$ cat src/rtl/ssp_param_if.sv
// Peripheral-bus side of ssp_param: write pushes the TX FIFO, read pops the RX FIFO.
interface ssp_param_if #(
   parameter int DATA_W = 8
);
   logic              PSEL;
   logic              PWRITE;
   logic [DATA_W-1:0] PWDATA;
   logic [DATA_W-1:0] PRDATA;

   modport master (output PSEL, output PWRITE, output PWDATA, input PRDATA);
   modport slave  (input PSEL, input PWRITE, input PWDATA, output PRDATA);
endinterface

$ cat src/rtl/ssp_param.sv
// Parametrised TI-frame synchronous serial port: TX/RX FIFOs, serial clock divider,
// PCLK-synchronous receiver with optional internal loopback and sticky overrun.
module ssp_param #(
   parameter int DATA_W     = 8,
   parameter int FIFO_DEPTH = 4,
   parameter int CLK_DIV    = 8,
   parameter int LSB_FIRST  = 0
) (
   input  logic       PCLK,
   input  logic       CLEAR,
   ssp_param_if.slave bus,
   input  logic       LOOPBACK,
   input  logic       SSPCLKIN,
   input  logic       SSPFSSIN,
   input  logic       SSPRXD,
   output logic       SSPCLKOUT,
   output logic       SSPFSSOUT,
   output logic       SSPTXD,
   output logic       SSPOE_B,
   output logic       SSPTXINTR,
   output logic       SSPRXINTR,
   output logic       SSPRXOVR
);
   localparam int AW = (FIFO_DEPTH > 1) ? $clog2(FIFO_DEPTH) : 1;
   localparam int CW = AW + 1;
   localparam int DW = $clog2(CLK_DIV);
   localparam int BW = $clog2(DATA_W + 1);
   localparam logic [CW-1:0] FULL = CW'(FIFO_DEPTH);

   typedef enum logic [1:0] {TX_IDLE, TX_SYNC, TX_DATA} tx_state_t;

   logic [DW-1:0]     div_q;
   logic              sclk_q, rise_tick, fall_div;
   logic [DATA_W-1:0] tx_mem [FIFO_DEPTH];
   logic [AW-1:0]     tx_wr_q, tx_rd_q;
   logic [CW-1:0]     tx_cnt_q, tx_cnt_d;
   logic              tx_push, tx_pop, tx_empty, txintr_q;
   tx_state_t         tx_state_q, tx_state_d;
   logic [DATA_W-1:0] tx_sh_q, tx_sh_d, tx_shifted;
   logic [BW-1:0]     tx_bit_q, tx_bit_d;
   logic              tx_pend_q, tx_pend_d, tx_first;
   logic              fss_q, fss_d, txd_q, txd_d, oe_b_q, oe_b_d;
   logic [2:0]        rx_src, s1_q, s2_q;
   logic              clk3_q, fall_tick;
   logic              rx_armed_q, rx_wr_q;
   logic [BW-1:0]     rx_bit_q;
   logic [DATA_W-1:0] rx_sh_q, rx_shifted;
   logic [DATA_W-1:0] rx_mem [FIFO_DEPTH];
   logic [AW-1:0]     rx_wr_ptr_q, rx_rd_ptr_q;
   logic [CW-1:0]     rx_cnt_q, rx_cnt_d;
   logic              rx_push, rx_pop, ovr_set, rxintr_q, ovr_q;
   logic [DATA_W-1:0] prdata_q;

   assign rise_tick = (div_q == DW'(CLK_DIV / 2 - 1));
   assign fall_div  = (div_q == DW'(CLK_DIV - 1));

   always_ff @(posedge PCLK) begin
      if (CLEAR) begin
         div_q  <= '0;
         sclk_q <= 1'b0;
      end else begin
         div_q <= fall_div ? '0 : div_q + DW'(1);
         if (rise_tick)     sclk_q <= 1'b1;
         else if (fall_div) sclk_q <= 1'b0;
      end
   end

   generate
      if (LSB_FIRST != 0) begin : g_lsb
         assign tx_first   = tx_sh_q[0];
         assign tx_shifted = {1'b0, tx_sh_q[DATA_W-1:1]};
         assign rx_shifted = {s2_q[0], rx_sh_q[DATA_W-1:1]};
      end else begin : g_msb
         assign tx_first   = tx_sh_q[DATA_W-1];
         assign tx_shifted = {tx_sh_q[DATA_W-2:0], 1'b0};
         assign rx_shifted = {rx_sh_q[DATA_W-2:0], s2_q[0]};
      end
   endgenerate

   assign tx_empty = (tx_cnt_q == '0);
   assign tx_push  = bus.PSEL & bus.PWRITE & (tx_cnt_q != FULL);
   assign tx_cnt_d = tx_cnt_q + CW'(tx_push) - CW'(tx_pop);

   always_ff @(posedge PCLK) begin
      if (tx_push) tx_mem[tx_wr_q] <= bus.PWDATA;
   end

   always_ff @(posedge PCLK) begin
      if (CLEAR) begin
         tx_wr_q  <= '0;
         tx_rd_q  <= '0;
         tx_cnt_q <= '0;
         txintr_q <= 1'b0;
      end else begin
         if (tx_push) tx_wr_q <= tx_wr_q + AW'(1);
         if (tx_pop)  tx_rd_q <= tx_rd_q + AW'(1);
         tx_cnt_q <= tx_cnt_d;
         txintr_q <= (tx_cnt_d == FULL);
      end
   end

   // A pending word (popped alongside the previous LSB) makes the cnt=0 tick act as SYNC.
   always_comb begin
      tx_state_d = tx_state_q;
      tx_sh_d    = tx_sh_q;
      tx_bit_d   = tx_bit_q;
      tx_pend_d  = tx_pend_q;
      fss_d      = fss_q;
      txd_d      = txd_q;
      oe_b_d     = oe_b_q;
      tx_pop     = 1'b0;
      if (rise_tick) begin
         if (tx_state_q == TX_SYNC ||
             (tx_state_q == TX_DATA && tx_bit_q == '0 && tx_pend_q)) begin
            fss_d      = 1'b0;
            oe_b_d     = 1'b0;
            txd_d      = tx_first;
            tx_sh_d    = tx_shifted;
            tx_bit_d   = BW'(DATA_W - 1);
            tx_pend_d  = 1'b0;
            tx_state_d = TX_DATA;
         end else if (tx_state_q == TX_DATA && tx_bit_q != '0) begin
            txd_d    = tx_first;
            tx_sh_d  = tx_shifted;
            tx_bit_d = tx_bit_q - BW'(1);
            if (tx_bit_q == BW'(1) && !tx_empty) begin
               tx_pop    = 1'b1;
               tx_sh_d   = tx_mem[tx_rd_q];
               fss_d     = 1'b1;
               tx_pend_d = 1'b1;
            end
         end else begin
            oe_b_d = 1'b1;
            txd_d  = 1'b0;
            fss_d  = !tx_empty;
            if (!tx_empty) begin
               tx_pop     = 1'b1;
               tx_sh_d    = tx_mem[tx_rd_q];
               tx_state_d = TX_SYNC;
            end else begin
               tx_state_d = TX_IDLE;
            end
         end
      end
   end

   always_ff @(posedge PCLK) begin
      if (CLEAR) begin
         tx_state_q <= TX_IDLE;
         tx_sh_q    <= '0;
         tx_bit_q   <= '0;
         tx_pend_q  <= 1'b0;
         fss_q      <= 1'b0;
         txd_q      <= 1'b0;
         oe_b_q     <= 1'b1;
      end else begin
         tx_state_q <= tx_state_d;
         tx_sh_q    <= tx_sh_d;
         tx_bit_q   <= tx_bit_d;
         tx_pend_q  <= tx_pend_d;
         fss_q      <= fss_d;
         txd_q      <= txd_d;
         oe_b_q     <= oe_b_d;
      end
   end

   // Clock, frame sync and data share one synchroniser so they stay cycle-aligned.
   assign rx_src    = LOOPBACK ? {sclk_q, fss_q, txd_q} : {SSPCLKIN, SSPFSSIN, SSPRXD};
   assign fall_tick = clk3_q & ~s2_q[2];

   always_ff @(posedge PCLK) begin
      if (CLEAR) begin
         s1_q       <= '0;
         s2_q       <= '0;
         clk3_q     <= 1'b0;
         rx_armed_q <= 1'b0;
         rx_bit_q   <= '0;
         rx_sh_q    <= '0;
         rx_wr_q    <= 1'b0;
      end else begin
         s1_q    <= rx_src;
         s2_q    <= s1_q;
         clk3_q  <= s2_q[2];
         rx_wr_q <= 1'b0;
         if (fall_tick) begin
            if (s2_q[1]) begin
               // Back-to-back frames raise FSS during the last bit: finish that word first.
               if (rx_armed_q && rx_bit_q == BW'(1)) begin
                  rx_sh_q <= rx_shifted;
                  rx_wr_q <= 1'b1;
               end
               rx_armed_q <= 1'b1;
               rx_bit_q   <= BW'(DATA_W);
            end else if (rx_armed_q) begin
               rx_sh_q  <= rx_shifted;
               rx_bit_q <= rx_bit_q - BW'(1);
               if (rx_bit_q == BW'(1)) begin
                  rx_armed_q <= 1'b0;
                  rx_wr_q    <= 1'b1;
               end
            end
         end
      end
   end

   assign rx_push  = rx_wr_q & (rx_cnt_q != FULL);
   assign ovr_set  = rx_wr_q & (rx_cnt_q == FULL);
   assign rx_pop   = bus.PSEL & ~bus.PWRITE & (rx_cnt_q != '0);
   assign rx_cnt_d = rx_cnt_q + CW'(rx_push) - CW'(rx_pop);

   always_ff @(posedge PCLK) begin
      if (rx_push) rx_mem[rx_wr_ptr_q] <= rx_sh_q;
   end

   always_ff @(posedge PCLK) begin
      if (CLEAR) begin
         rx_wr_ptr_q <= '0;
         rx_rd_ptr_q <= '0;
         rx_cnt_q    <= '0;
         rxintr_q    <= 1'b0;
         ovr_q       <= 1'b0;
         prdata_q    <= '0;
      end else begin
         if (rx_push) rx_wr_ptr_q <= rx_wr_ptr_q + AW'(1);
         if (rx_pop) begin
            rx_rd_ptr_q <= rx_rd_ptr_q + AW'(1);
            prdata_q    <= rx_mem[rx_rd_ptr_q];
         end
         rx_cnt_q <= rx_cnt_d;
         rxintr_q <= (rx_cnt_d == FULL);
         if (ovr_set)     ovr_q <= 1'b1;
         else if (rx_pop) ovr_q <= 1'b0;
      end
   end

   assign bus.PRDATA = prdata_q;
   assign SSPCLKOUT  = sclk_q;
   assign SSPFSSOUT  = fss_q;
   assign SSPTXD     = txd_q;
   assign SSPOE_B    = oe_b_q;
   assign SSPTXINTR  = txintr_q;
   assign SSPRXINTR  = rxintr_q;
   assign SSPRXOVR   = ovr_q;
endmodule

$ cat src/flat_wrapper.sv
// flat-port wrapper written by rule: the top's interface ports become plain ports
module ssp_param_flat 
#(
   parameter int DATA_W     = 8,
   parameter int FIFO_DEPTH = 4,
   parameter int CLK_DIV    = 8,
   parameter int LSB_FIRST  = 0
)
  (PCLK, CLEAR, LOOPBACK, SSPCLKIN, SSPFSSIN, SSPRXD, SSPCLKOUT, SSPFSSOUT, SSPTXD, SSPOE_B, SSPTXINTR, SSPRXINTR, SSPRXOVR, bus_PSEL, bus_PWRITE, bus_PWDATA, bus_PRDATA);
  ssp_param_if #(.DATA_W(DATA_W)) bus_i ();
  input  logic PCLK;
  input  logic CLEAR;
  input  logic LOOPBACK;
  input  logic SSPCLKIN;
  input  logic SSPFSSIN;
  input  logic SSPRXD;
  output logic SSPCLKOUT;
  output logic SSPFSSOUT;
  output logic SSPTXD;
  output logic SSPOE_B;
  output logic SSPTXINTR;
  output logic SSPRXINTR;
  output logic SSPRXOVR;
  input wire logic [$bits(bus_i.PSEL)-1:0] bus_PSEL;
  input wire logic [$bits(bus_i.PWRITE)-1:0] bus_PWRITE;
  input wire logic [$bits(bus_i.PWDATA)-1:0] bus_PWDATA;
  output wire logic [$bits(bus_i.PRDATA)-1:0] bus_PRDATA;
  assign bus_i.PSEL = bus_PSEL;
  assign bus_i.PWRITE = bus_PWRITE;
  assign bus_i.PWDATA = bus_PWDATA;
  assign bus_PRDATA = bus_i.PRDATA;
  ssp_param #(.DATA_W(DATA_W), .FIFO_DEPTH(FIFO_DEPTH), .CLK_DIV(CLK_DIV), .LSB_FIRST(LSB_FIRST)) u_core (.PCLK(PCLK), .CLEAR(CLEAR), .bus(bus_i), .LOOPBACK(LOOPBACK), .SSPCLKIN(SSPCLKIN), .SSPFSSIN(SSPFSSIN), .SSPRXD(SSPRXD), .SSPCLKOUT(SSPCLKOUT), .SSPFSSOUT(SSPFSSOUT), .SSPTXD(SSPTXD), .SSPOE_B(SSPOE_B), .SSPTXINTR(SSPTXINTR), .SSPRXINTR(SSPRXINTR), .SSPRXOVR(SSPRXOVR));
endmodule
$ cat config.mk
export PLATFORM = sky130hd
export DESIGN_NAME = ssp_param_flat
export DESIGN_NICKNAME = d
export VERILOG_FILES = /design/src/rtl/ssp_param_if.sv /design/src/rtl/ssp_param.sv /design/src/flat_wrapper.sv
export SDC_FILE = /design/constraint.sdc
export NUM_CORES = 1
export LEC_CHECK = 0
export ABC_AREA = 1
export CAP_MARGIN = 20
export CORE_ASPECT_RATIO = 0.7
export CORE_UTILIZATION = 45
export CTS_CLUSTER_SIZE = 40
export DETAILED_ROUTE_END_ITERATION = 8
export GPL_TIMING_DRIVEN = 1
export HOLD_SLACK_MARGIN = 0.15
export PLACE_DENSITY_LB_ADDON = 0.08
export SLEW_MARGIN = 5
export SYNTH_ARGS = -nofsm -noshare
export SYNTH_HDL_FRONTEND = slang
export SYNTH_SLANG_ARGS = --single-unit
$ cat constraint.sdc
create_clock -name PCLK -period 2.2 [get_ports PCLK]
set_input_delay 0.22 -clock PCLK [delete_from_list [all_inputs] [get_ports PCLK]]
set_output_delay 0.22 -clock PCLK [all_outputs]
set_load 0.01 [all_outputs]
After elaboration in Yosys (flattened, before gate mapping)
Memory sizes are Yosys's and may differ from the RTL's. A register that Yosys moved wholly into a read port is not among the register bits.
Index checks and enable logic that the tools add are counted.
Storage, ports and cells
  output and inout port bits: 15
  register bits: 60
  bits of input ports: 16
  logic and storage cells: 134
  memories: 2
  RAM bits: 64
Operators by class
  equal/unequal tests: 15
  bitwise logic cells: 10
  mux-type cells: 46
  reductions and logical operators: 25
  $add $sub $neg: 11
Memory list
  u_core.rx_mem: depth 4, width 8, rd ports 1, clocked after memory_dff 1, wr ports 1, RTL line ssp_param.sv:48  | logic [DATA_W-1:0] rx_mem [FIFO_DEPTH];
  u_core.tx_mem: depth 4, width 8, rd ports 1, clocked after memory_dff 1, wr ports 1, RTL line ssp_param.sv:34  | logic [DATA_W-1:0] tx_mem [FIFO_DEPTH];
Operator list (number)
  8-bit two-way mux: 7
  1-bit two-way mux: 30
  4-bit two-way mux: 4
  3-bit == test, second input constant: 4
  2-bit AND reduction: 5
  2-bit nonzero test: 5
  3-bit != test, second input constant: 3
  2-bit by 1-bit adder with 2-bit output, second input constant: 4
  4-bit by 1-bit == test with 1-bit output, second input constant: 2
  2-bit two-way mux: 4
  4-bit by 1-bit subtractor with 4-bit output, second input constant: 2
  1-bit bitwise AND: 7
  3-bit by 1-bit adder with 3-bit output: 2
  3-bit AND reduction: 2
  3-bit by 1-bit subtractor with 3-bit output: 2
  1-bit logical AND: 5
  4-bit logical NOT: 1
  4-bit nonzero test: 1
  2-bit OR reduction: 2
  3-bit by 1-bit adder with 3-bit output, second input constant: 1
  3-bit by 2-bit == test with 1-bit output, second input constant: 1
  3-bit logical NOT: 1
  3-bit two-way mux: 1
  3-bit by 2-bit != test with 1-bit output, second input constant: 1
  other kinds (8): 10

Logic depth before layout (Yosys ltp)
Gate-level depths: netlist (run 1).
  depth after elaboration: 9
  gate-level depth with buffers: 16
  gate-level depth less buffers: 16

Worst setup path after synthesis (run 1)
Ideal clock, no wire load.
  path type: register to register
  start point: reg u_core.tx_bit_q[0]
  end point: reg u_core.txintr_q (netlist: u_core.SSPTXINTR)
  required time: 2.136 ns
  data arrival time: 2.357 ns
  setup time: 0.064 ns
  buffers on the path: 0
  cell stages (with the launch flop): 15
  path slack: -0.221 ns
  period minus slack after synthesis: 2.421 ns
  path through: dfxtp_1 > inv_1 > ha_1 > a21oi_4 > nand2_4 > nand2_1 > nor2_2 > ha_1 > inv_1 > ha_1 > inv_1 > fa_1 > xnor2_1 > nand2_1 > nor2_1
On the way
  longest elaborated chain between the ends: 8
  elaborated cells between the ends (all ways): 14
  classes of those cells: add/sub: 1; eq/ne: 2; mux: 4; reduce/logical: 7
Ends and longest elaborated chain
  start: declaration: RTL line ssp_param.sv:40  | logic [BW-1:0] tx_bit_q, tx_bit_d;
  start signal: assignment: RTL line ssp_param.sv:159  | tx_bit_q <= tx_bit_d;
  4-bit by 1-bit == test with 1-bit output / 4-bit logical NOT (equally long branches): RTL line ssp_param.sv:126, ssp_param.sv:114
  1-bit logical AND, on equally long branches: RTL line ssp_param.sv:126, ssp_param.sv:114
  1-bit two-way mux / 1-bit logical AND (equally long branches): RTL line ssp_param.sv:126, ssp_param.sv:114
  1-bit two-way mux / 1-bit logical OR (equally long branches): RTL line ssp_param.sv:122, ssp_param.sv:113
  1-bit two-way mux (*): RTL line ssp_param.sv:113  | if (tx_state_q == TX_SYNC ||
  1-bit two-way mux (*): RTL line ssp_param.sv:112  | if (rise_tick) begin
  net u_core.tx_pop: RTL line ssp_param.sv:37  | logic tx_push, tx_pop, tx_empty, txintr_q;
  3-bit by 1-bit subtractor with 3-bit output (*): RTL line ssp_param.sv:82  | assign tx_cnt_d = tx_cnt_q + CW'(tx_push) - CW'(tx_pop);
  3-bit == test (*): RTL line ssp_param.sv:98  | txintr_q <= (tx_cnt_d == FULL);
  end signal: assignment: RTL line ssp_param.sv:98
  end: declaration: RTL line ssp_param.sv:37
Mark *: on every way through the listed nets, which the timed path passes. The rest lies on a longest branch.
A chain may end at the register's enable or synchronous reset.

Worst setup path after layout (run 1)
  start point: reg u_core.tx_bit_q[1]
  end point: reg u_core.txintr_q (netlist: u_core.SSPTXINTR)
Same word-level chain as after synthesis.

==> impl_metrics.csv, run 1 <==
group,metric,value,unit
timing,period_minus_slack,2345,ps
timing,timing.fmax,426.5,MHz
timing,setup_viol,3,
die,die_w,135.3,um
global_routing,grt_start_max_net_pins,32,
logic_synthesis,synth-seq-cells,134,
timing,max_slew_margin,0.6728,
die,floorplan.core_area,0.01189,mm2
detailed_routing,detail_route.wirelength.met1,5256,um
die,placement_rows,33,
cts,number_of_buffers_added_by_the_clock_tree_synthesis_step,17,
timing,clock_skew,7.725,ps
logic_synthesis,async_flop_share,0,
hold_path,worst_hold_path_type,"flop to flop",
logic_synthesis,synth-edff-count,64,
finish,mostFrequentLayoutCells,"sky130_fd_sc_hd__nand2_1 (111), sky130_fd_sc_hd__nor2_1 (76), sky130_fd_sc_hd__dfxtp_1 (68)",
critical_path,worst-setup-path-type,"flop to flop",
cts,deepest_clock_path_buffer_count,2,
job,drv_cap,0,
cts,cts_sinks,134,
global_routing,track_usage,0.1860,
die,die_height,95.31,um
detailed_routing,wl_per_cell,12.98,um
global_routing,global_route_wire_length_before_repair,17900,um
cts,later_pin_clock_latency_in_the_skew_report,420,ps
power_and_ir_drop,vdd_drop_max,0.0005904,V
finish,final_nets,696,
timing,maxSlewViolCount,0,
power_and_ir_drop,pwr_density_cell,900.4,mW/mm2
detailed_routing,drt_iter0_markers,243,
power_and_ir_drop,power.total,6261,uW
placement,place.detailed.hpwl,7035,um
finish,diodes,0,
detailed_routing,routed_via_density,4.841,
logic_synthesis,ys_seq_area_frac,0.5938,
die,initial_utilization,0.4706,
critical_path,worst-r2r-setup-slack,-140,ps
logic_synthesis,commonest_register_cell_after_synthesis,"sky130_fd_sc_hd__dfxtp_1",
cts,clockRootBuffer,"sky130_fd_sc_hd__clkbuf_16",
timing,grt_setup_unrepaired,"true",
detailed_routing,routed_wirelength,10760,um
cts,clkTransAtPathRegs,50,ps
critical_path,critPathArrivalTime,2690,ps
finish,layout-area-overhead-vs-synth,24.26,%
logic_synthesis,synth_top_area_frac,0.3434,
critical_path,cp.required,2550,ps
status,outcome,"finished with violations",
placement,place_congestion,0.8186,
timing,final_worst_path_period_share,1.066,
detailed_routing,dr_total_vias,4013,
power_and_ir_drop,power.leakage,0.002781,uW
global_routing,via_count_of_the_first_global_routing_pass,3739,
logic_synthesis,post-synth-top-area-cell,"sky130_fd_sc_hd__edfxtp_1",
finish,fillerInstances,981,
cts,h-tree-depth,4,
global_routing,global_route.overflow_total,0,
die,top_level_ports,31,
placement,io_buffer_count,30,
detailed_routing,top_metal_used,"met4",
detailed_routing,antenna_left,0,
finish,layout.cells.most_common,"sky130_fd_sc_hd__nand2_1",
detailed_routing,route.detailed.drc,0,
finish,share_of_final_layout_standard_cells_stronger_than_drive_strength_1,0.1443,
logic_synthesis,netlist_instances,592,
timing,fin_worst_hold_slack,404.2,ps
detailed_routing,dr.pass1.iters,4,
die,die_area,0.01289,mm2
global_routing,initial_antenna_violation_count,0,
cts,cts_tree,"yes",
logic_synthesis,syn-cell-area,0.005597,mm2
cts,hold_buf_count_cts,0,
timing,timing_worst_slew_pin_value,490.3,ps
status,violations,"setup timing",
timing,timing.final.ws_setup,-144.7,ps
logic_synthesis,yosysWarningCount,0,
detailed_routing,detailroute.wirelength.met2,4966,um
logic_synthesis,yosysUniqueCellTypes,38,
detailed_routing,route.met3.wl,428,um
logic_synthesis,synthesis.nets,629,
critical_path,critPathCaptureType,"flop",
logic_synthesis,synth.top_cells.by_area,"sky130_fd_sc_hd__edfxtp_1 (34%), sky130_fd_sc_hd__dfxtp_1 (25%), sky130_fd_sc_hd__nand2_1 (7.6%)",
critical_path,worstSetupStartpointType,"flop",
timing,final-hold-violation-count,0,
critical_path,critPathMaxFanout,2,
logic_synthesis,synth_area_per_cell,9.454,um2
timing repair:
item                                    CTS  global route
pin swaps                                 2            12
gates resized for setup                   3             9
endpoints found under the hold margin     0             0
setup buffers                             2             2
endpoints found under the setup margin    3             3
cells in the mapped netlist (4+ instances only):
master / count
sky130_fd_sc_hd__o21ai_0: 35
sky130_fd_sc_hd__xnor2_1: 4
sky130_fd_sc_hd__a21oi_1: 36
sky130_fd_sc_hd__edfxtp_1: 64
sky130_fd_sc_hd__nor2_2: 5
sky130_fd_sc_hd__clkbuf_1: 7
sky130_fd_sc_hd__ha_1: 19
sky130_fd_sc_hd__dfxtp_1: 70
sky130_fd_sc_hd__nor2_1: 76
sky130_fd_sc_hd__nand3_1: 41
sky130_fd_sc_hd__inv_1: 66
sky130_fd_sc_hd__buf_2: 6
sky130_fd_sc_hd__nand2_1: 114
sky130_fd_sc_hd__o22ai_1: 9
sky130_fd_sc_hd__nor3_1: 5
layer usage:
layer | vias up | GRT usage
met5 | - | 0
met4 | 0 | 0.06742
met3 | 11 | 0.05635
met2 | 57 | 0.3064
met1 | 1859 | 0.2322
li1 | 2086 | -
power by group:
part           internal, uW  total, uW  switching (uW)
clock network          1720       2770            1050
registers              2720       2770            55.2
logic                   317        718             400
worst max-delay path: stages (launching register included):
cell,delay [ps]
sky130_fd_sc_hd__dfxtp_2,330
sky130_fd_sc_hd__inv_4,60
sky130_fd_sc_hd__buf_12,90
sky130_fd_sc_hd__ha_4,110
sky130_fd_sc_hd__inv_2,30
sky130_fd_sc_hd__nor3_2,180
sky130_fd_sc_hd__nand2_2,100
sky130_fd_sc_hd__nand2_4,90
sky130_fd_sc_hd__nand2_4,50
sky130_fd_sc_hd__nor2_4,120
sky130_fd_sc_hd__ha_4,210
sky130_fd_sc_hd__inv_2,60
sky130_fd_sc_hd__ha_4,110
sky130_fd_sc_hd__inv_2,30
sky130_fd_sc_hd__fa_2,370
sky130_fd_sc_hd__xnor2_2,160
sky130_fd_sc_hd__nand2_1,80
sky130_fd_sc_hd__nor2_1,90
area by class of cell:
cell class	count	area (um2)	area share
sequential	134	3326	0.4782
timing repair buffer	66	586.8	0.08438
clock buffer	20	456.7	0.06567
multi-input combinational	370	1996	0.2870
clock inverter	12	127.6	0.01835
tap	157	196.4	0.02825
inverter	70	265.3	0.03814
through the flow:
stage / instances / util / setup WS [ps] / setup TNS (ps) / instance area (um2)
after CTS: 827 / 0.5781 / -55.12 / -113.0 / 6874
after global routing: 829 / 0.5848 / -268.6 / -626.2 / 6954
after global placement: 793 / 0.5270 / -66.65 / -140.7 / 6267
after floorplan: 592 / - / -59.57 / -146.9 / 5638
after detailed placement: 793 / 0.5270 / -119.9 / -318.6 / 6267
final: 829 / 0.5848 / -144.7 / -334.1 / 6954
sequential cells by signal, indices dropped and copies added, names as in the netlist, 3 cells and up, named ones only:
name               flops
u_core.rx_mem         32
u_core.rx_cnt_q        3
u_core.tx_sh_q         8
u_core.rx_sh_q         8
u_core.bus.PRDATA      8
u_core.s2_q            3
u_core.tx_bit_q        4
u_core.s1_q            3
u_core.rx_bit_q        4
u_core.tx_cnt_q        3
u_core.tx_mem         32
u_core.div_q           3
cell families (layout without fill, tap and decap cells):
| family | after synthesis | after routing | synth area share |
|---|---|---|---|
| AO/OA/AOI/OAI | 86 | 86 | 0.08250 |
| adder cells (fa/ha/maj) | 21 | 21 | 0.04963 |
| AND/OR/NAND/NOR | 256 | 256 | 0.1970 |
| buffers and inverters | 88 | 168 | 0.06617 |
| XOR/XNOR | 7 | 7 | 0.01095 |
| flip-flops | 134 | 134 | 0.5938 |
path summary, 6_finish.rpt:
| kind | start | to | depth (start not counted) |
|---|---|---|---|
| setup / recovery | u_core.tx_bit_q[1] | u_core.SSPTXINTR | 17 |
| hold / removal | u_core.s1_q[1] | u_core.s2_q[1] | 2 |
| setup reg to reg | u_core.tx_bit_q[1] | u_core.SSPTXINTR | 17 |
| hold reg to reg | u_core.s1_q[1] | u_core.s2_q[1] | 2 |
No activity file was read; power rests on OpenSTA's default activity.
==> run 2: changes to the inputs <==
CORE_ASPECT_RATIO = default   (was 0.7)
clock period = 2.46 ns   (was 2.2 ns; I/O delays follow)
==> run 2 against run 1 <==
Hold slack got worse by 1.7 ps. Design area shrank 2.3%. Utilization fell by 2.1 points. Die area barely moved. Total power down 12%. The flow now finishes without violations. Sequential power shrank 10%. Largest cell class unchanged.
==> impl_metrics.csv, run 2 (synthesis gave the netlist of run 1 again) <==
group,metric,value,unit
status,outcome,"finished, final reports clean",
timing,max_slew_margin,0.6713,
hold_path,worst_hold_path_type,"flop to flop",
critical_path,cp.depth,14,
detailed_routing,antenna_left,0,
timing,final_worst_path_period_share,0.9264,
global_routing,track_usage,0.1867,
cts,number_of_buffers_added_by_the_clock_tree_synthesis_step,17,
critical_path,critical_path_s_most_frequent_cell,"sky130_fd_sc_hd__nor2_2",
power_and_ir_drop,vdd_drop_max,0.0004468,V
cts,deepest_clock_path_buffer_count,2,
critical_path,critPathArrivalTime,2620,ps
finish,multiInputGateArea,0.001946,mm2
cts,cts_sinks,134,
placement,placedCellCount,792,
power_and_ir_drop,pwr-share-comb,0.111,
critical_path,critical-path-max-stage-delay,540,ps
power_and_ir_drop,power.switching_fraction,0.2331,
cts,hold_buf_count_cts,0,
finish,mostFrequentLayoutCells,"sky130_fd_sc_hd__nand2_1 (113), sky130_fd_sc_hd__nor2_1 (76), sky130_fd_sc_hd__dfxtp_1 (68)",
hold_path,hold-path-endpoint,"u_core.s2_q[2]",
finish,diodes,0,
power_and_ir_drop,power.share.clock,0.438,
die,die_area,0.01289,mm2
finish,layout.cells.most_common,"sky130_fd_sc_hd__nand2_1",
timing,maxSlewViolCount,0,
critical_path,cp.buffers_inverters,3,
placement,place.detailed.hpwl,7427,um
timing,setup_viol,0,
global_routing,via_count_of_the_first_global_routing_pass,3803,
critical_path,critical_path.reg2reg.endpoint,"u_core.SSPTXINTR",
power_and_ir_drop,cell_internal_pwr,4225,uW
detailed_routing,dr.pass1.iters,5,
die,initial_utilization,0.4640,
die,top_level_ports,31,
finish,post-route-cell-area,0.006795,mm2
critical_path,critPathMaxFanout,4,
cts,clockRootBuffer,"sky130_fd_sc_hd__clkbuf_16",
finish,layout-area-overhead-vs-synth,21.42,%
finish,final_cell_count_no_fill,828,
critical_path,worst-setup-path-type,"flop to flop",
die,floorplan.core_area,0.01206,mm2
critical_path,cp_slowest_cell,"sky130_fd_sc_hd__fa_2",
finish,final_core_utilization,0.5634,
power_and_ir_drop,switch_pwr,1284,uW
detailed_routing,routed_via_density,4.832,
timing,clock_skew,6.445,ps
power_and_ir_drop,power.leakage,0.002713,uW
die,placement_rows,40,
critical_path,worstSetupStartpointType,"flop",
timing,timing_worst_slew_pin_value,492.5,ps
global_routing,grt_start_max_net_pins,33,
finish,final_nets,684,
hold_path,hold_depth,2,
hold_path,hold_path_startpoint,"u_core.s1_q[2]",
critical_path,path_cells,"inv_2, ha_4, nand2_4, nor2_2, nor2_2, nand2_1, nor2_2, ha_1, inv_1, ha_1, inv_1, fa_2, nand2_1, nor2_1",
finish,reg.largest.list,"u_core.rx_mem: 32 flops, u_core.tx_mem: 32 flops",
cts,h-tree-depth,4,
global_routing,global_route.overflow_total,0,
die,die_w,113.5,um
critical_path,setup.worst_path.start,"u_core.tx_bit_q[0]",
global_routing,global_route_wire_length_before_repair,18390,um
placement,dpl-instance-area,0.006150,mm2
detailed_routing,wl_per_cell,13.49,um
detailed_routing,drt_iter0_markers,174,
detailed_routing,dr_total_vias,4001,
critical_path,crit_family,"adder cells",
detailed_routing,routed_wirelength,11170,um
critical_path,worst-r2r-cell-count,14,
cts,clkTransAtPathRegs,50,ps
cts,cts_tree,"yes",
placement,io_buffer_count,30,
finish,share_of_final_layout_standard_cells_stronger_than_drive_strength_1,0.1182,
critical_path,worst-r2r-setup-slack,180,ps
timing,final-hold-violation-count,0,
timing,timing.fmax,438.8,MHz
timing,fin_setup_tns,0,ps
power_and_ir_drop,pwr_density_cell,810.6,mW/mm2
critical_path,cp.required,2810,ps
cts,later_pin_clock_latency_in_the_skew_report,410,ps
critical_path,critPathCaptureType,"flop",
global_routing,initial_antenna_violation_count,0,
detailed_routing,route.detailed.drc,0,
job,drv_cap,0,
timing,fin_worst_hold_slack,402.5,ps
power_and_ir_drop,pwr-share-seq,0.451,
die,die_height,113.5,um
finish,fillerInstances,1077,
critical_path,r2r-start,"u_core.tx_bit_q[0]",
placement,place_congestion,0.7599,
timing,period_minus_slack,2279,ps
finish,sequential_cell_area,0.003326,mm2
-- run 2: power by group through the flow --
stage | sequential [uW] | combinational (uW) | clock [uW]
final | 2490 | 611 | 2410
after global routing | 2500 | 695 | 2560
after floorplan | 2540 | 373 | 0
after detailed placement | 2530 | 594 | 0
after CTS | 2490 | 599 | 2460
after global placement | 2530 | 582 | 0
-- run 2: stage by stage --
stage,power (uW),setup WS (ps)
finish,5509,181.1
global route,5748,-5.628
CTS,5546,22.40
detailed placement,3127,-59.67
global placement,3113,45.87
floorplan,2910,39.35
-- run 2: layout make-up --
type / count / area share
clock buffer: 21 / 0.06776
timing repair buffer: 54 / 0.07071
tap: 168 / 0.03093
inverter: 70 / 0.03904
clock inverter: 11 / 0.01583
sequential: 134 / 0.4894
multi-input combinational: 370 / 0.2863
-- run 2: layer usage --
layer	up-vias	wire length [um]	GRT usage
li1	2051	-	-
met1	1895	5080	0.2305
met2	38	5662	0.3187
met3	17	251	0.03985
met4	0	177	0.07544
met5	-	0	0
-- run 2: worst max path at each step --
stage | endpoint | slack, ps
after floorplan | u_core.SSPTXINTR | 40
after global placement | u_core.SSPTXINTR | 50
after detailed placement | u_core.SSPTXINTR | -60
after CTS | u_core.SSPTXINTR | 20
after global routing | u_core.SSPTXINTR | -6
final | u_core.SSPTXINTR | 180
-- run 2: worst register-to-register path, stage by stage, from the launching register on --
cell and delay (ps):
sky130_fd_sc_hd__dfxtp_2 370, sky130_fd_sc_hd__inv_2 70, sky130_fd_sc_hd__ha_4 190, sky130_fd_sc_hd__nand2_4 80, sky130_fd_sc_hd__nor2_2 40, sky130_fd_sc_hd__nor2_2 110, sky130_fd_sc_hd__nand2_1 80, sky130_fd_sc_hd__nor2_2 100
sky130_fd_sc_hd__ha_1 240, sky130_fd_sc_hd__inv_1 60, sky130_fd_sc_hd__ha_1 140, sky130_fd_sc_hd__inv_1 60, sky130_fd_sc_hd__fa_2 540, sky130_fd_sc_hd__nand2_1 50, sky130_fd_sc_hd__nor2_1 80
-- run 2: what timing repair did --
action | CTS | global route
buffers inserted | 1 | 3
pin swaps | 0 | 4
gates resized for setup | 4 | 9
endpoints found under the setup margin | 2 | 3
